`src/rtl/local_flit_injector.sv`:
```
// rtl/local_flit_injector.sv - LOCAL-port traffic source: segments descriptors + payload into VC-tagged flits.
// Optional build macro LOCAL_INJECTOR_STATS_EN adds saturating flit/packet/stall counters.
package local_flit_injector_pkg;
  localparam int MESH_SIZE_X      = 4;
  localparam int MESH_SIZE_Y      = 4;
  localparam int DEST_ADDR_SIZE_X = $clog2(MESH_SIZE_X);
  localparam int DEST_ADDR_SIZE_Y = $clog2(MESH_SIZE_Y);
  localparam int VC_NUM           = 4;
  localparam int VC_SIZE          = $clog2(VC_NUM);
  localparam int FLIT_DATA_SIZE   = 16;
  localparam int HEAD_PAD_SIZE    = FLIT_DATA_SIZE - 2*DEST_ADDR_SIZE_X - 2*DEST_ADDR_SIZE_Y;

  typedef enum logic [1:0] {
    HEAD     = 2'b00,
    BODY     = 2'b01,
    TAIL     = 2'b10,
    HEADTAIL = 2'b11
  } flit_label_t;

  typedef struct packed {
    logic [HEAD_PAD_SIZE-1:0]    pad;
    logic [DEST_ADDR_SIZE_X-1:0] x_dest;
    logic [DEST_ADDR_SIZE_Y-1:0] y_dest;
    logic [DEST_ADDR_SIZE_X-1:0] x_source;
    logic [DEST_ADDR_SIZE_Y-1:0] y_source;
  } head_data_t;

  typedef struct packed {
    flit_label_t               flit_label;
    logic [VC_SIZE-1:0]        vc_id;
    logic [FLIT_DATA_SIZE-1:0] data;
  } flit_t;
endpackage

module local_flit_injector
  import local_flit_injector_pkg::*;
#(
  parameter int MAX_PKT_LEN = 16,
  parameter int X_CURRENT   = MESH_SIZE_X/2,
  parameter int Y_CURRENT   = MESH_SIZE_Y/2,
  parameter int LW          = $clog2(MAX_PKT_LEN+1)
) (
  input  logic                        clk,
  input  logic                        rst,
  input  logic                        pkt_valid_i,
  output logic                        pkt_ready_o,
  input  logic [DEST_ADDR_SIZE_X-1:0] pkt_x_dest_i,
  input  logic [DEST_ADDR_SIZE_Y-1:0] pkt_y_dest_i,
  input  logic [LW-1:0]               pkt_len_i,
  input  logic                        pld_valid_i,
  output logic                        pld_ready_o,
  input  logic [FLIT_DATA_SIZE-1:0]   pld_data_i,
  output flit_t                       data_o,
  output logic                        is_valid_o,
  input  logic [VC_NUM-1:0]           is_on_off_i,
  input  logic [VC_NUM-1:0]           is_allocatable_i,
`ifdef LOCAL_INJECTOR_STATS_EN
  output logic [31:0]                 flits_sent_o,
  output logic [31:0]                 pkts_sent_o,
  output logic [31:0]                 stall_cycles_o,
`endif
  output logic                        busy_o
);

  typedef enum logic [1:0] {ST_IDLE, ST_VC_SEL, ST_HEAD, ST_BODY} state_t;

  state_t                      state_q, state_d;
  logic [DEST_ADDR_SIZE_X-1:0] x_dest_q, x_dest_d;
  logic [DEST_ADDR_SIZE_Y-1:0] y_dest_q, y_dest_d;
  logic [LW-1:0]               len_q, len_d;
  logic [LW-1:0]               remaining_q, remaining_d;
  logic [VC_SIZE-1:0]          cur_vc_q, cur_vc_d;
  logic [VC_SIZE-1:0]          rr_ptr_q, rr_ptr_d;

  logic               sel_found;
  logic [VC_SIZE-1:0] sel_vc;
  logic               on_cur;
  head_data_t         head_data;

  assign on_cur = is_on_off_i[cur_vc_q];

  // Round-robin search: first allocatable VC at or after the pointer, wrapping.
  always_comb begin
    sel_found = 1'b0;
    sel_vc    = '0;
    for (int i = 0; i < VC_NUM; i++) begin
      if (!sel_found && is_allocatable_i[(int'(rr_ptr_q) + i) % VC_NUM]) begin
        sel_found = 1'b1;
        sel_vc    = VC_SIZE'((int'(rr_ptr_q) + i) % VC_NUM);
      end
    end
  end

  always_ff @(posedge clk) begin
    if (rst) begin
      state_q     <= ST_IDLE;
      x_dest_q    <= '0;
      y_dest_q    <= '0;
      len_q       <= '0;
      remaining_q <= '0;
      cur_vc_q    <= '0;
      rr_ptr_q    <= '0;
    end else begin
      state_q     <= state_d;
      x_dest_q    <= x_dest_d;
      y_dest_q    <= y_dest_d;
      len_q       <= len_d;
      remaining_q <= remaining_d;
      cur_vc_q    <= cur_vc_d;
      rr_ptr_q    <= rr_ptr_d;
    end
  end

  always_comb begin
    state_d = state_q;
    case (state_q)
      ST_IDLE:   if (pkt_valid_i) state_d = ST_VC_SEL;
      ST_VC_SEL: if (sel_found) state_d = ST_HEAD;
      ST_HEAD:   if (on_cur) state_d = (len_q == LW'(1)) ? ST_IDLE : ST_BODY;
      ST_BODY:   if (on_cur && pld_valid_i && remaining_q == LW'(1)) state_d = ST_IDLE;
      default:   state_d = ST_IDLE;
    endcase
  end

  always_comb begin
    x_dest_d    = x_dest_q;
    y_dest_d    = y_dest_q;
    len_d       = len_q;
    remaining_d = remaining_q;
    cur_vc_d    = cur_vc_q;
    rr_ptr_d    = rr_ptr_q;
    case (state_q)
      ST_IDLE: if (pkt_valid_i) begin
        x_dest_d = pkt_x_dest_i;
        y_dest_d = pkt_y_dest_i;
        len_d    = (pkt_len_i == '0) ? LW'(1) : pkt_len_i;
      end
      ST_VC_SEL: if (sel_found) begin
        cur_vc_d = sel_vc;
        rr_ptr_d = VC_SIZE'((int'(sel_vc) + 1) % VC_NUM);
      end
      ST_HEAD: if (on_cur) remaining_d = len_q - LW'(1);
      ST_BODY: if (on_cur && pld_valid_i) remaining_d = remaining_q - LW'(1);
      default: ;
    endcase
  end

  always_comb begin
    head_data          = '0;
    head_data.x_dest   = x_dest_q;
    head_data.y_dest   = y_dest_q;
    head_data.x_source = DEST_ADDR_SIZE_X'(X_CURRENT);
    head_data.y_source = DEST_ADDR_SIZE_Y'(Y_CURRENT);
  end

  always_comb begin
    pkt_ready_o = (state_q == ST_IDLE);
    pld_ready_o = (state_q == ST_BODY) && on_cur;
    busy_o      = (state_q != ST_IDLE);
    is_valid_o  = 1'b0;
    data_o      = '0;
    case (state_q)
      ST_HEAD: if (on_cur) begin
        is_valid_o        = 1'b1;
        data_o.flit_label = (len_q == LW'(1)) ? HEADTAIL : HEAD;
        data_o.vc_id      = cur_vc_q;
        data_o.data       = head_data;
      end
      ST_BODY: if (on_cur && pld_valid_i) begin
        is_valid_o        = 1'b1;
        data_o.flit_label = (remaining_q == LW'(1)) ? TAIL : BODY;
        data_o.vc_id      = cur_vc_q;
        data_o.data       = pld_data_i;
      end
      default: ;
    endcase
  end

`ifdef LOCAL_INJECTOR_STATS_EN
  logic [31:0] flits_q, pkts_q, stalls_q;
  logic        last_flit;

  assign last_flit = is_valid_o &&
                     (data_o.flit_label == TAIL || data_o.flit_label == HEADTAIL);

  always_ff @(posedge clk) begin
    if (rst) begin
      flits_q  <= '0;
      pkts_q   <= '0;
      stalls_q <= '0;
    end else begin
      if (is_valid_o && flits_q != '1) flits_q <= flits_q + 32'd1;
      if (last_flit && pkts_q != '1) pkts_q <= pkts_q + 32'd1;
      if (busy_o && !is_valid_o && stalls_q != '1) stalls_q <= stalls_q + 32'd1;
    end
  end

  assign flits_sent_o   = flits_q;
  assign pkts_sent_o    = pkts_q;
  assign stall_cycles_o = stalls_q;
`endif

endmodule

```
`config.mk`:
```
export PLATFORM = sky130hd
export DESIGN_NAME = local_flit_injector
export DESIGN_NICKNAME = d
export VERILOG_FILES = /design/src/rtl/local_flit_injector.sv
export SDC_FILE = /design/constraint.sdc
export NUM_CORES = 1
export LEC_CHECK = 0
export CAP_MARGIN = 5
export CORE_ASPECT_RATIO = 1.4
export CORE_MARGIN = 1
export CORE_UTILIZATION = 46
export CTS_CLUSTER_DIAMETER = 100
export CTS_CLUSTER_SIZE = 14
export DETAILED_ROUTE_END_ITERATION = 10
export GPL_ROUTABILITY_DRIVEN = 0
export PLACE_DENSITY_LB_ADDON = 0.1
export SYNTH_ARGS = -nofsm -noshare
export SYNTH_HDL_FRONTEND = slang
export SYNTH_SLANG_ARGS = --single-unit
export TNS_END_PERCENT = 20
```
`constraint.sdc`:
```
create_clock -name clk -period 5.5 [get_ports clk]
set_clock_uncertainty 0.05 [all_clocks]
set_input_delay 0.55 -clock clk [delete_from_list [all_inputs] [get_ports clk]]
set_output_delay 0.55 -clock clk [all_outputs]
set_load 0.1 [all_outputs]
```
# --- Yosys cells after proc, flatten, opt, wreduce, memory -nomap -nowiden ---
# Cells that the tools add are included.
totals:
  ram_bits: 0
  inputBits: 37
  n_memories: 0
  latch_bits: 0
  reg_bits: 20
  rom_bits: 0
classes:
  addsub: 6
  n_reduce_logical: 20
  n_div: 0
  bitwise: 3
  n_lt_le_gt_ge: 5
  n_shift: 0
  eq_ne: 10
  multipliers: 0
  mux: 39
ops:
  columns: ["operator", "count"]
  rows:
  - ["20-bit 2-to-1 mux", 2]
  - ["20-bit one-hot mux with 2 select lines", 1]
  - ["2-bit 2-to-1 mux", 11]
  - ["5-bit 2-to-1 mux", 3]
  - ["1-bit 2-to-1 mux", 14]
  - ["3-bit by 4-bit less-than comparator with 1-bit output, second input constant", 3]
  - ["1-bit binary-select mux with 2-bit select", 5]
  - ["5-bit by 1-bit == test with 1-bit output, second input constant", 2]
  - ["5-bit one-hot mux with 2 select lines", 1]
  - ["5-bit by 1-bit subtractor with 5-bit output, second input constant", 2]
  - ["2-bit != test, second input constant", 4]
  - ["2-bit one-hot mux with 4 select lines", 1]
  - ["1-bit logical AND", 6]
  - ["2-bit by 3-bit less-than comparator with 1-bit output, second input constant", 2]
  - ["2-bit OR reduction", 3]
  - ["5-bit zero test", 1]
  - ["2-bit by 1-bit adder with 2-bit output, second input constant", 2]
  - ["2-bit adder, second input constant", 2]
  - ["2-bit == test, second input constant", 2]
  - ["2-bit AND reduction", 2]
  - ["4-bit AND reduction", 1]
  - ["2-bit nonzero test", 2]
  - ["1-bit AND, first input constant", 3]
  - ["1-bit zero test", 3]
  - ["other kinds (5)", 5]

# --- Longest topological paths before layout ---
# Gate-level depths: netlist of the first run.
logic_depth:
  word_depth: 16
  mapped_depth: 6
  depth_no_buf: 6

# --- Worst setup path before layout of the first run ---
# No wires, ideal clock.
synth_path:
  path_type: "input to output"
  start: "in is_on_off_i[1]"
  end: "out data_o[18] (netlist bit)"
  t_arrival_ns: 3.107
  required_time_ns: 4.900
  cell_stages: 4
  path_slack_ns: 1.793
  n_path_buf: 0
  cell_sequence: "mux4_2 > nor2b_4 > nand2_1 > o21ai_0"
synth_lines:
  columns: ["element", "line", "text"]
  rows:
  - ["start: declaration", "55", "input logic [VC_NUM-1:0] is_on_off_i,"]
  - ["end: declaration", "53", "output flit_t data_o,"]

==> metrics.cfg, run 1 <==
[logic_synthesis]
synth_cell_type_count=51
avgSynthCellArea_um2=7.74
syn_area_mm2=0.00147
syn_nets=231
seq_area_frac_synth_pct=27.2
async_flop_share_pct=0
synth_enable_flop_cells=0
synth_warnings=0
ys_ff_latch=20
yosys_most_used_dff=dfxtp_1
netlist_instances=190

[critical_path]
cp-startpoint=pld_valid_i
arrival_ps=3150
critPathMaxFanout=14
startpoint_type=input port
setup.worst_path.end_class=output port
path_class=input port to output port
r2r_start=remaining_q[0]
crit_required_ps=4900

[timing]
final_max_slew_viol_count=0
max_slew_margin_pct=34.0
finalHoldViolations=0
period_needed_ps=3750
tightest_slew_ps=988
fmax_ghz=0.266
finalSetupTns_ps=0
min_period_over_period_pct=68.3
rsz0062_at_grt=false
finalSetupViolCount=0

[run]
maxCapViolCount=0

[floorplan]
dieArea_mm2=0.00343
ios=61
rows=23
initial_core_util_pct=49.6
coreArea_mm2=0.00296
die_h_um=68.9
die_x_um=49.8

[hold_path]
hold_start=y_dest_q[1]
hold_path_class=flip-flop to flip-flop

[clocking]
numCtsBuffers=3
htree_levels=1
cts.sinks=20
cts_setup_buffers=0
cts_resized=0
clockBufferDepth=2
cts_tree=yes
cts_root_buffer=clkbuf_8
clk_pin_slew_worst_paths_ps=80
clkLatencyLatePin_ps=260
ctsHoldBuffers=0

[finish]
diodes=0
area_delta_synth_final_pct=44.0
mostFrequentLayoutCells=clkdlybuf4s50_1, nand2_1, dfxtp_1, a21oi_1, and3_1
layout_commonest_cell=clkdlybuf4s50_1
drive_above_1_share_pct=5.35
finish.utilization_pct=71.5
finalNetCount=285

[global_routing]
grt_pass1_vias=1512
gr-total-overflow=0
grt_antenna_before_repair=0
grt_max_degree=23
grt_pass1_wl_um=6330
grt_usage_pct=24.2

[route]
viasPerCell=5.64
routed_wl_um=4140
post-route-drc-count=0
drt-pass1-iter-count=4
wl_per_cell_um=14.8
drt_iter0_drc=33
drtAntennaViolNets=0
vias=1579

[power_and_ir_drop]
clock_power_share_pct=15.0
swShare_pct=48.2
p_seq_share_pct=30.5
combPwrFrac_pct=54.5
p_switching_uw=373
power_density_mw_per_mm2=365
p_leak_uw=0.000826
peakVddDrop_uv=575
p_int_uw=401

[placed_design]
hpwlAfterDp_um=3200
place.port_buffers=60

[run_status]
status=finished clean

-- sequential cells by signal, summed over array words and instances (netlist names), named ones only --
| register | count |
|---|---|
| len_q | 5 |
| remaining_q | 5 |
| cur_vc_q | 2 |
| state_q | 2 |
| x_dest_q | 2 |
| y_dest_q | 2 |
| rr_ptr_q | 1 |
-- power by group through the flow --
stage,Sequential (uW),Clock (uW),Combinational [uW]
floorplan,207,0,347
global placement,235,0,409
detailed placement,238,0,418
CTS,235,119,422
global route,243,127,454
finish,236,116,422
-- kinds of logic (layout without fill, tap and decap cells) --
group / after synthesis / in the layout / synth area share (%)
AO/OA/AOI/OAI: 53 / 53 / 24.7
XOR/XNOR: 3 / 3 / 1.79
adder cells (fa/ha/maj): 4 / 4 / 3.40
buffers and inverters: 18 / 71 / 5.53
flip-flops: 20 / 20 / 27.2
multiplexers: 7 / 7 / 5.78
AND/OR/NAND/NOR: 85 / 85 / 31.6
-- cell usage after synthesis, drive strengths merged (2+ instances only) --
master | n | area (um2)
nor4b | 2 | 17.5
nor2 | 8 | 30.0
a311o | 2 | 20.0
xor2 | 3 | 26.3
nor3b | 3 | 22.5
a311oi | 2 | 17.5
a22o | 5 | 43.8
inv | 7 | 26.3
nor2b | 7 | 51.3
buf | 6 | 36.3
o21ai | 6 | 30.0
nor3 | 6 | 30.0
a21o | 2 | 15.0
nand3 | 2 | 10.0
a31oi | 3 | 18.8
mux2i | 4 | 40.0
o31ai | 2 | 15.0
a21oi | 19 | 95.1
mux2 | 2 | 22.5
and2 | 6 | 40.0
nand2 | 25 | 93.8
clkbuf | 5 | 18.8
nor4 | 3 | 18.8
a211oi | 2 | 20.0
nand2b | 6 | 37.5
dfxtp | 20 | 400
ha | 4 | 50.1
and3 | 10 | 62.6
-- critical path, cell delays in order --
cell	delay, ps
clkdlybuf4s50_1	670
nand2b_1	160
nand3_1	330
inv_1	170
and2_1	140
clkdlybuf4s50_1	1120
-- worst paths after layout --
check / endpoint / slack [ps] / cells past startpoint
worst min-delay path: y_dest_q[1] / 420 / 2
worst max register to register: state_q[0] / 3570 / 5
worst min register to register: y_dest_q[1] / 420 / 2
worst max-delay path: data_o[16] / 1750 / 6
-- layout make-up --
type | instances | area [um2]
Multi-Input combinational cell | 152 | 990
Timing Repair Buffer | 60 | 601
Tap cell | 37 | 46.3
Fill cell | 252 | 846
Inverter | 7 | 26.3
Clock buffer | 4 | 55.1
Sequential cell | 20 | 400
-- per-layer routing --
metal	share of wire, %	up-vias	wire length, um	global-route usage (%)
met1	38	733	1570	24.3
met5	0	-	0	0
met4	2.1	0	88	13.6
met3	3.2	8	133	3.51
li1	-	797	-	-
met2	57	41	2340	47.5
-- metrics by stage --
step / power [uW] / instance area (um2) / hold WS (ps) / instances / setup WS, ps
2_1_floorplan: 555 / 1470 / 386 / 190 / 1790
3_3_place_gp: 643 / 2060 / 405 / 276 / 1810
3_5_place_dp: 657 / 2060 / 414 / 276 / 1760
4_1_cts: 776 / 2120 / 425 / 280 / 1760
5_1_grt: 825 / 2120 / 439 / 280 / 1600
6_report: 774 / 2120 / 423 / 280 / 1750
Note: power is estimated with default switching activity, not from simulation.
==> run 2: changes to the inputs <==
CORE_UTILIZATION = 39   (was 46)
clock period = 3.15 ns   (was 5.5 ns; I/O delays follow)
==> metrics.cfg, run 2 (synthesized netlist as in run 1, its figures left out) <==
[floorplan]
dieArea_mm2=0.00403  ; +17%
coreArea_mm2=0.00364  ; +23%
die_h_um=74.7  ; +8.4%
rows=26  ; +13%
ios=61  ; unchanged
initial_core_util_pct=40.4  ; -9.3 points
die_x_um=53.9  ; +8.3%

[finish]
mostFrequentLayoutCells=clkdlybuf4s50_1, nand2_1, buf_4, dfxtp_1, a21oi_1
reg_top3=len_q (5), remaining_q (5)
drive_above_1_share_pct=16.3  ; +11 points
layout_commonest_cell=clkdlybuf4s50_1
diodes=0  ; unchanged
fill_cells=373  ; +48%
stdcell_count=288  ; +2.9%
area_delta_synth_final_pct=43.5
finalNetCount=288  ; +1.1%

[global_routing]
met2_usage_pct=38.5  ; -8.9 points
grt.busiest_layer=met2
grt_pass1_wl_um=6280  ; -0.87%
grt_pass1_vias=1465  ; -3.1%
grt_antenna_before_repair=0  ; unchanged
grtUsageMet3_pct=2.02  ; -1.5 points
gr-total-overflow=0  ; unchanged
grt_usage_pct=20.7  ; -3.6 points
grt_max_degree=23  ; unchanged
globalRouteMet1Util_pct=22.9  ; -1.4 points

[clocking]
cts_root_buffer=clkbuf_8
htree_levels=1  ; unchanged
cts.sinks=20  ; unchanged
cts_resized=0  ; unchanged
cts_setup_buffers=0  ; unchanged
clockBufferDepth=2  ; unchanged
clkLatencyLatePin_ps=270  ; about the same
clk_pin_slew_worst_paths_ps=80  ; about the same
ctsHoldBuffers=0  ; unchanged
cts_tree=yes
numCtsBuffers=3  ; unchanged

[timing]
final_max_slew_viol_count=0  ; unchanged
tightest_slew_ps=778  ; -209 ps
finalSetupViolCount=0  ; unchanged
finalHoldViolations=0  ; unchanged
period_needed_ps=2650
rsz0062_at_grt=false
max_slew_margin_pct=48.0  ; +14 points
fmax_ghz=0.377
min_period_over_period_pct=84.3
finalSetupTns_ps=0  ; unchanged

[critical_path]
startpoint_type=flip-flop
critPathBufInv=1  ; -2
path_class=flip-flop to output port
crit_required_ps=2780  ; -2120 ps
arrival_ps=2290  ; -860 ps
cp-startpoint=state_q[0]
r2r_start=remaining_q[0]
setup.worst_path.end_class=output port
crit_family=simple AND/OR/NAND/NOR gates
critPathMaxFanout=15  ; +1
max_stage_delay_ps=630  ; -490 ps
worstPathCellList=nand2_1 -> nor2b_4 -> and2_4 -> a22o_1 -> buf_4
slowest_stage=dfxtp_1

[placed_design]
dp_cells=284  ; +2.9%
place.port_buffers=60  ; unchanged
hpwlAfterDp_um=3100  ; -3.2%

[run]
maxCapViolCount=0  ; unchanged

[route]
viasPerCell=5.47  ; -3.0%
post-route-drc-count=0  ; unchanged
drt_iter0_drc=27  ; -18%
vias=1575  ; -0.25%
routed_wl_um=3990  ; -3.7%
wl_per_cell_um=13.8  ; -6.3%
drt-pass1-iter-count=4  ; unchanged
drtAntennaViolNets=0  ; unchanged

[run_status]
status=finished clean

[power_and_ir_drop]
p_leak_uw=0.000894  ; +8.3%
peakVddDrop_uv=700  ; +22%
total_power_uw=1360  ; +76%
power_density_mw_per_mm2=643  ; +76%

[hold_path]
hold_start=y_dest_q[1]
hold_path_class=flip-flop to flip-flop

[run 2: routing by layer]
layer	up-vias	part of all wire, %
met2	27	56
li1	802	-
met5	-	0
met1	739	41
met4	0	1.7
met3	7	1.8
[run 2: worst register-to-register path, delay by kind of cell, from the launching register on]
kind	cells	cell delay (ps)
adder cells (fa/ha/maj)	1	160
flip-flops	1	400
AND/OR/NAND/NOR	1	600
AO/OA/AOI/OAI	3	530
[run 2: cell type report]
cell class,count,area (um2),share of cell area (%)
Clock buffer,4,55.1,2.61
Timing Repair Buffer,63,588,27.8
Sequential cell,20,400,19.0
Inverter,7,26.3,1.24
Tap cell,42,52.6,2.49
Multi-Input combinational cell,152,990,46.9
[run 2: path summary, 6_finish.rpt]
check	to	slack, ps	cells after the start
max	data_o[7]	500	5
min	y_dest_q[1]	410	2
max reg2reg	state_q[0]	1270	5
min reg2reg	y_dest_q[1]	410	2
[run 2: where the power goes]
part | switching (uW) | internal [uW]
clock network | 92.0 | 112
logic | 475 | 285
registers | 84.4 | 311
total | 651 | 708
[run 2: stage by stage]
| stage | hold WS, ps | instance area [um2] | worst slack [ps] | utilization [%] |
|---|---|---|---|---|
| finish | 413 | 2110 | 496 | 58.0 |
| global route | 437 | 2110 | 323 | 58.0 |
| CTS | 417 | 2110 | 508 | 58.0 |
| detailed placement | 406 | 2060 | 642 | 56.5 |
| global placement | 405 | 2060 | 665 | 56.5 |
| floorplan | 386 | 1470 | 165 | - |
